`config.mk`:
```
export PLATFORM = sky130hd
export DESIGN_NAME = io_timer
export DESIGN_NICKNAME = d
export VERILOG_FILES = /design/src/rtl/io_timer.sv
export SDC_FILE = /design/constraint.sdc
export NUM_CORES = 1
export LEC_CHECK = 0
export ABC_AREA = 0
export CORE_ASPECT_RATIO = 0.5
export CORE_MARGIN = 1.5
export CORE_UTILIZATION = 25
export DETAILED_ROUTE_END_ITERATION = 8
export SLEW_MARGIN = 20
export SYNTH_ARGS = -nofsm -noshare
export SYNTH_HDL_FRONTEND = slang
export SYNTH_SLANG_ARGS = --single-unit
```
`constraint.sdc`:
```
create_clock -name clk -period 4.49 [get_ports clk]
set_input_delay 0.898 -clock clk [delete_from_list [all_inputs] [get_ports clk]]
set_output_delay 0.898 -clock clk [all_outputs]
set_load 0.1 [all_outputs]
```
`src/rtl/io_timer.sv`:
```
// Memory-mapped 64-bit machine timer (mtime/mtimecmp) with prescaler and level compare interrupt.
// Latency: writes land at the io_en edge; read data is registered, valid 1 cycle after io_en.
// Backpressure: none; every access completes in its own cycle with no wait states.
module io_timer #(
  parameter logic [7:0]  BASE_ADDR      = 8'hE0,
  parameter logic [31:0] PRESCALE_RESET = 32'd0,
  parameter logic        ENABLE_RESET   = 1'b1
) (
  input  logic        clk,
  input  logic        reset,
  input  logic [7:0]  io_addr,
  input  logic        io_en,
  input  logic        io_we,
  input  logic [31:0] io_data_write,
  output logic [31:0] io_data_read,
  output logic        irq_mtimecmp
);

  localparam logic [2:0] OFF_MTIME_LO = 3'd0;
  localparam logic [2:0] OFF_MTIME_HI = 3'd1;
  localparam logic [2:0] OFF_CMP_LO   = 3'd2;
  localparam logic [2:0] OFF_CMP_HI   = 3'd3;
  localparam logic [2:0] OFF_CTRL     = 3'd4;
  localparam logic [2:0] OFF_PRESCALE = 3'd5;

  logic [63:0] mtime_q, mtime_d;
  logic [63:0] mtimecmp_q, mtimecmp_d;
  logic        enable_q, enable_d;
  logic [31:0] prescale_q, prescale_d;
  logic [31:0] cnt_q, cnt_d;
  logic [31:0] snap_q, snap_d;
  logic [31:0] rdata_q, rdata_d;
  logic        irq_q, irq_d;

  logic       sel;
  logic       wr;
  logic       rd;
  logic [2:0] off;
  logic       tick;

  // Decode, prescaler, register writes, read mux and compare for the next edge
  always_comb begin
    sel = io_en && (io_addr[7:5] == BASE_ADDR[7:5]) && (io_addr[1:0] == 2'b00);
    off = io_addr[4:2];
    wr  = sel && io_we;
    rd  = sel && !io_we;

    tick = enable_q && (cnt_q == 32'd0);

    mtime_d    = mtime_q;
    mtimecmp_d = mtimecmp_q;
    enable_d   = enable_q;
    prescale_d = prescale_q;
    cnt_d      = cnt_q;
    snap_d     = snap_q;
    rdata_d    = rdata_q;

    // Counter only moves while enabled; reaching zero produces the tick and reloads
    if (enable_q) begin
      cnt_d = tick ? prescale_q : cnt_q - 32'd1;
    end

    if (tick) begin
      mtime_d = mtime_q + 64'd1;
    end

    // A write to either mtime half replaces any increment this cycle
    if (wr) begin
      case (off)
        OFF_MTIME_LO: mtime_d = {mtime_q[63:32], io_data_write};
        OFF_MTIME_HI: mtime_d = {io_data_write, mtime_q[31:0]};
        OFF_CMP_LO:   mtimecmp_d = {mtimecmp_q[63:32], io_data_write};
        OFF_CMP_HI:   mtimecmp_d = {io_data_write, mtimecmp_q[31:0]};
        OFF_CTRL:     enable_d = io_data_write[0];
        OFF_PRESCALE: begin
          prescale_d = io_data_write;
          cnt_d      = io_data_write;
        end
        default: ;
      endcase
    end

    // Reading mtime_lo freezes the high half so a lo-then-hi pair is coherent
    if (rd) begin
      case (off)
        OFF_MTIME_LO: begin
          rdata_d = mtime_q[31:0];
          snap_d  = mtime_q[63:32];
        end
        OFF_MTIME_HI: rdata_d = snap_q;
        OFF_CMP_LO:   rdata_d = mtimecmp_q[31:0];
        OFF_CMP_HI:   rdata_d = mtimecmp_q[63:32];
        OFF_CTRL:     rdata_d = {31'd0, enable_q};
        OFF_PRESCALE: rdata_d = prescale_q;
        default:      rdata_d = 32'd0;
      endcase
    end

    irq_d = (mtime_q >= mtimecmp_q);
  end

  // State registers; reset wins over any access or tick in the same cycle
  always_ff @(posedge clk) begin
    if (reset) begin
      mtime_q    <= 64'd0;
      mtimecmp_q <= 64'hFFFF_FFFF_FFFF_FFFF;
      enable_q   <= ENABLE_RESET;
      prescale_q <= PRESCALE_RESET;
      cnt_q      <= PRESCALE_RESET;
      snap_q     <= 32'd0;
      rdata_q    <= 32'd0;
      irq_q      <= 1'b0;
    end else begin
      mtime_q    <= mtime_d;
      mtimecmp_q <= mtimecmp_d;
      enable_q   <= enable_d;
      prescale_q <= prescale_d;
      cnt_q      <= cnt_d;
      snap_q     <= snap_d;
      rdata_q    <= rdata_d;
      irq_q      <= irq_d;
    end
  end

  assign io_data_read = rdata_q;
  assign irq_mtimecmp = irq_q;

endmodule

```
==> results.ini <==
[logic_synthesis]
syn-num-nets = 1944
ys_warn_count = 0
synth_area_leader_cell = dfxtp_1
synth-async-reset-ratio_pct = 0
synthFlopType = dfxtp_1
yosysUniqueCellTypes = 72
ys_seq_area_share_pct = 36.4
synthTopCellsByCount = 300 x nand2_1, 258 x dfxtp_1, 133 x a21oi_1
synth_area_um2 = 14200
synthTopCellsByArea = dfxtp_1 36%, nand2_1 7.9%, ha_1 5.8%, a21oi_1 4.7%, o211ai_1 4.2%
synth-edff-count = 0
avgSynthCellArea_um2 = 7.74
yosys.cell_count.top_type = nand2_1
ys_ff_latch = 258
synthCells = 1834
synth_top_area_share_pct = 36.4

[sta]
timing.slew.headroom_pct = 32.8
fin_skew_ns = 0.0205
fmax_mhz = 296
tns_ns = 0
slew_viol_final = 0
worst_pin_slew_ns = 1.00
fin_crit_sh_pct = 75.2
hold_viol = 0
rsz0062_at_grt = false
fin_crit_ns = 3.37
setup_viol = 0

[cts]
clockBufferDepth = 3
cts_made_buffers = 29
cts_tree = built
h-tree-depth = 1
clk_latency_ns = 0.58
clock-root-buffer = clkbuf_16
cts_setup_buffers = 0
clock_sinks = 258
clkTransAtPathRegs_ns = 0.06
post_cts_resized = 0
postCtsHoldBufs = 0

[global_routing]
grt_start_max_net_pins = 69
grt_pass1_vias = 13200
groute.usage.overall_pct = 17.5
antenna_found_initial = 0
grt_pass1_wl_mm = 80.3
overflow = 0

[setup_path]
critPathLaunchType = primary input
r2r_slack_ns = 1.15
critPathCaptureType = flop
crit_required_ns = 4.93
crit_fanout = 16
cp_data_arrival_time_ns = 3.81
critical_path_class = in2reg

[pwr]
p_per_area_nw_per_um2 = 424
cellLeakagePower_nw = 6.21
switchingPower_mw = 2.51
intPower_mw = 4.59
switching_share_pct = 35.3
p_clk_share_pct = 34.3
sequentialPowerShare_pct = 36.5
ir_worst_vdd_uv = 344
p_comb_share_pct = 29.3

[routing]
wl_met3_mm = 3.28
drtIter0Drc = 1648
wl_mm = 52.7
dr.max_layer_used = met4
first_pass_iters = 6
vias_per_cell = 5.41
wl_per_cell_um = 20.0
wl_met1_mm = 23.8
drc = 0
dr_wl_met2_mm = 23.5
via_count = 14200
final_antenna_net_count = 0

[placed_design]
dp_hpwl_mm = 36.6
place_inst = 2578
place.gp.congestion = 0.932
numPortBuffers = 76

[floorplanning]
die_h_um = 172
io_pins = 77
num_rows = 61
start_util_pct = 25.4
die_area_um2 = 58300
coreArea_um2 = 55900
die_w_um = 340

[cells_and_area]
nets = 1963
stdcell_count = 2630
n_antenna_cell = 0
fillers = 6002
drive_above_1_share_pct = 7.20
syn_to_final_growth_pct = 17.9

[worst_hold_path]
hp-class = reg2reg

[run_status]
status = complete, no violations

[run]
maxCapViolations = 0

[worst max-delay path, stage by stage]
cell             delay (ns)
clkdlybuf4s50_1        0.39
nand4bb_1              0.25
or4b_2                 0.82
nand2b_2               0.39
nand2_1                0.68
nor2_1                 0.08
a32oi_1                0.22
a21oi_1                0.08
[cell type report]
class | instances | area, µm² | area share, %
multi-input cells | 1355 | 8210 | 49.0
flip-flops and latches | 258 | 5160 | 30.8
repair buffers | 125 | 1150 | 6.88
well taps | 756 | 946 | 5.65
clock buffers | 41 | 851 | 5.08
inverters | 84 | 315 | 1.88
clock inverters | 11 | 111 | 0.665
[layout by cell type, fill, tap and decap left out, types with 24 or more instances in the layout]
cell type / synthesis / routed
nand2_1: 300 / 300
inv_1: 83 / 83
a211oi_1: 28 / 28
clkdlybuf4s50_1: 0 / 72
o211ai_1: 79 / 79
o21ai_0: 117 / 117
o221ai_1: 36 / 36
clkbuf_16: 0 / 29
ha_1: 66 / 66
nor3_1: 39 / 38
a21oi_1: 133 / 133
a31oi_1: 24 / 24
dfxtp_1: 258 / 258
nor2_1: 125 / 123
a22oi_1: 75 / 75
nand3_1: 59 / 59
buf_4: 0 / 46
nand4_1: 36 / 36
[metrics by stage]
stage          worst slack (ns)  utilization, %  hold slack [ns]  area (µm²)  power (mW)
3_3_place_gp              0.631            28.3            0.444       15800        4.65
5_1_grt                    1.01            30.0            0.474       16700        7.41
6_report                   1.12            30.0            0.456       16700        7.10
4_1_cts                    1.21            30.0            0.457       16700        7.09
3_5_place_dp              0.599            28.3            0.449       15800        4.66
2_1_floorplan              1.40               -            0.433       14200        4.04
[flip-flops by register name (all words and copies together), names as in the netlist]
register,cells
prescale_q,32
mtimecmp_q,64
cnt_q,32
snap_q,32
io_data_read,32
enable_q,1
irq_mtimecmp,1
mtime_q,64
[path summary, 6_finish.rpt]
path | from | endpoint | depth (start not counted)
max | io_addr[0] | mtime_q[33] | 8
min | snap_q[30] | snap_q[30] | 2
max reg2reg | cnt_q[0] | mtime_q[60] | 10
min reg2reg | snap_q[30] | snap_q[30] | 2
[logic make-up after synthesis]
group,after synthesis,share of synthesized area (%)
fa+ha+maj,66,5.81
simple gates,677,22.7
compound gates,583,27.1
xor+xnor,20,1.23
mux,9,0.731
buf+inv,221,6.07
flops,258,36.4
[per-layer routing]
layer,global-route usage (%),vias up
li1,-,6765
met1,24.0,6807
met2,28.0,551
met3,1.95,115
met4,7.14,0
met5,0,-
[power groups by stage]
| stage | combinational, mW | clock, mW | sequential [mW] |
|---|---|---|---|
| after floorplan | 1.42 | 0 | 2.61 |
| after global placement | 2.02 | 0 | 2.63 |
| after detailed placement | 2.03 | 0 | 2.63 |
| after CTS | 2.03 | 2.47 | 2.59 |
| after global routing | 2.24 | 2.56 | 2.61 |
| final | 2.08 | 2.43 | 2.59 |
Note: power is estimated with default switching activity, not from simulation.
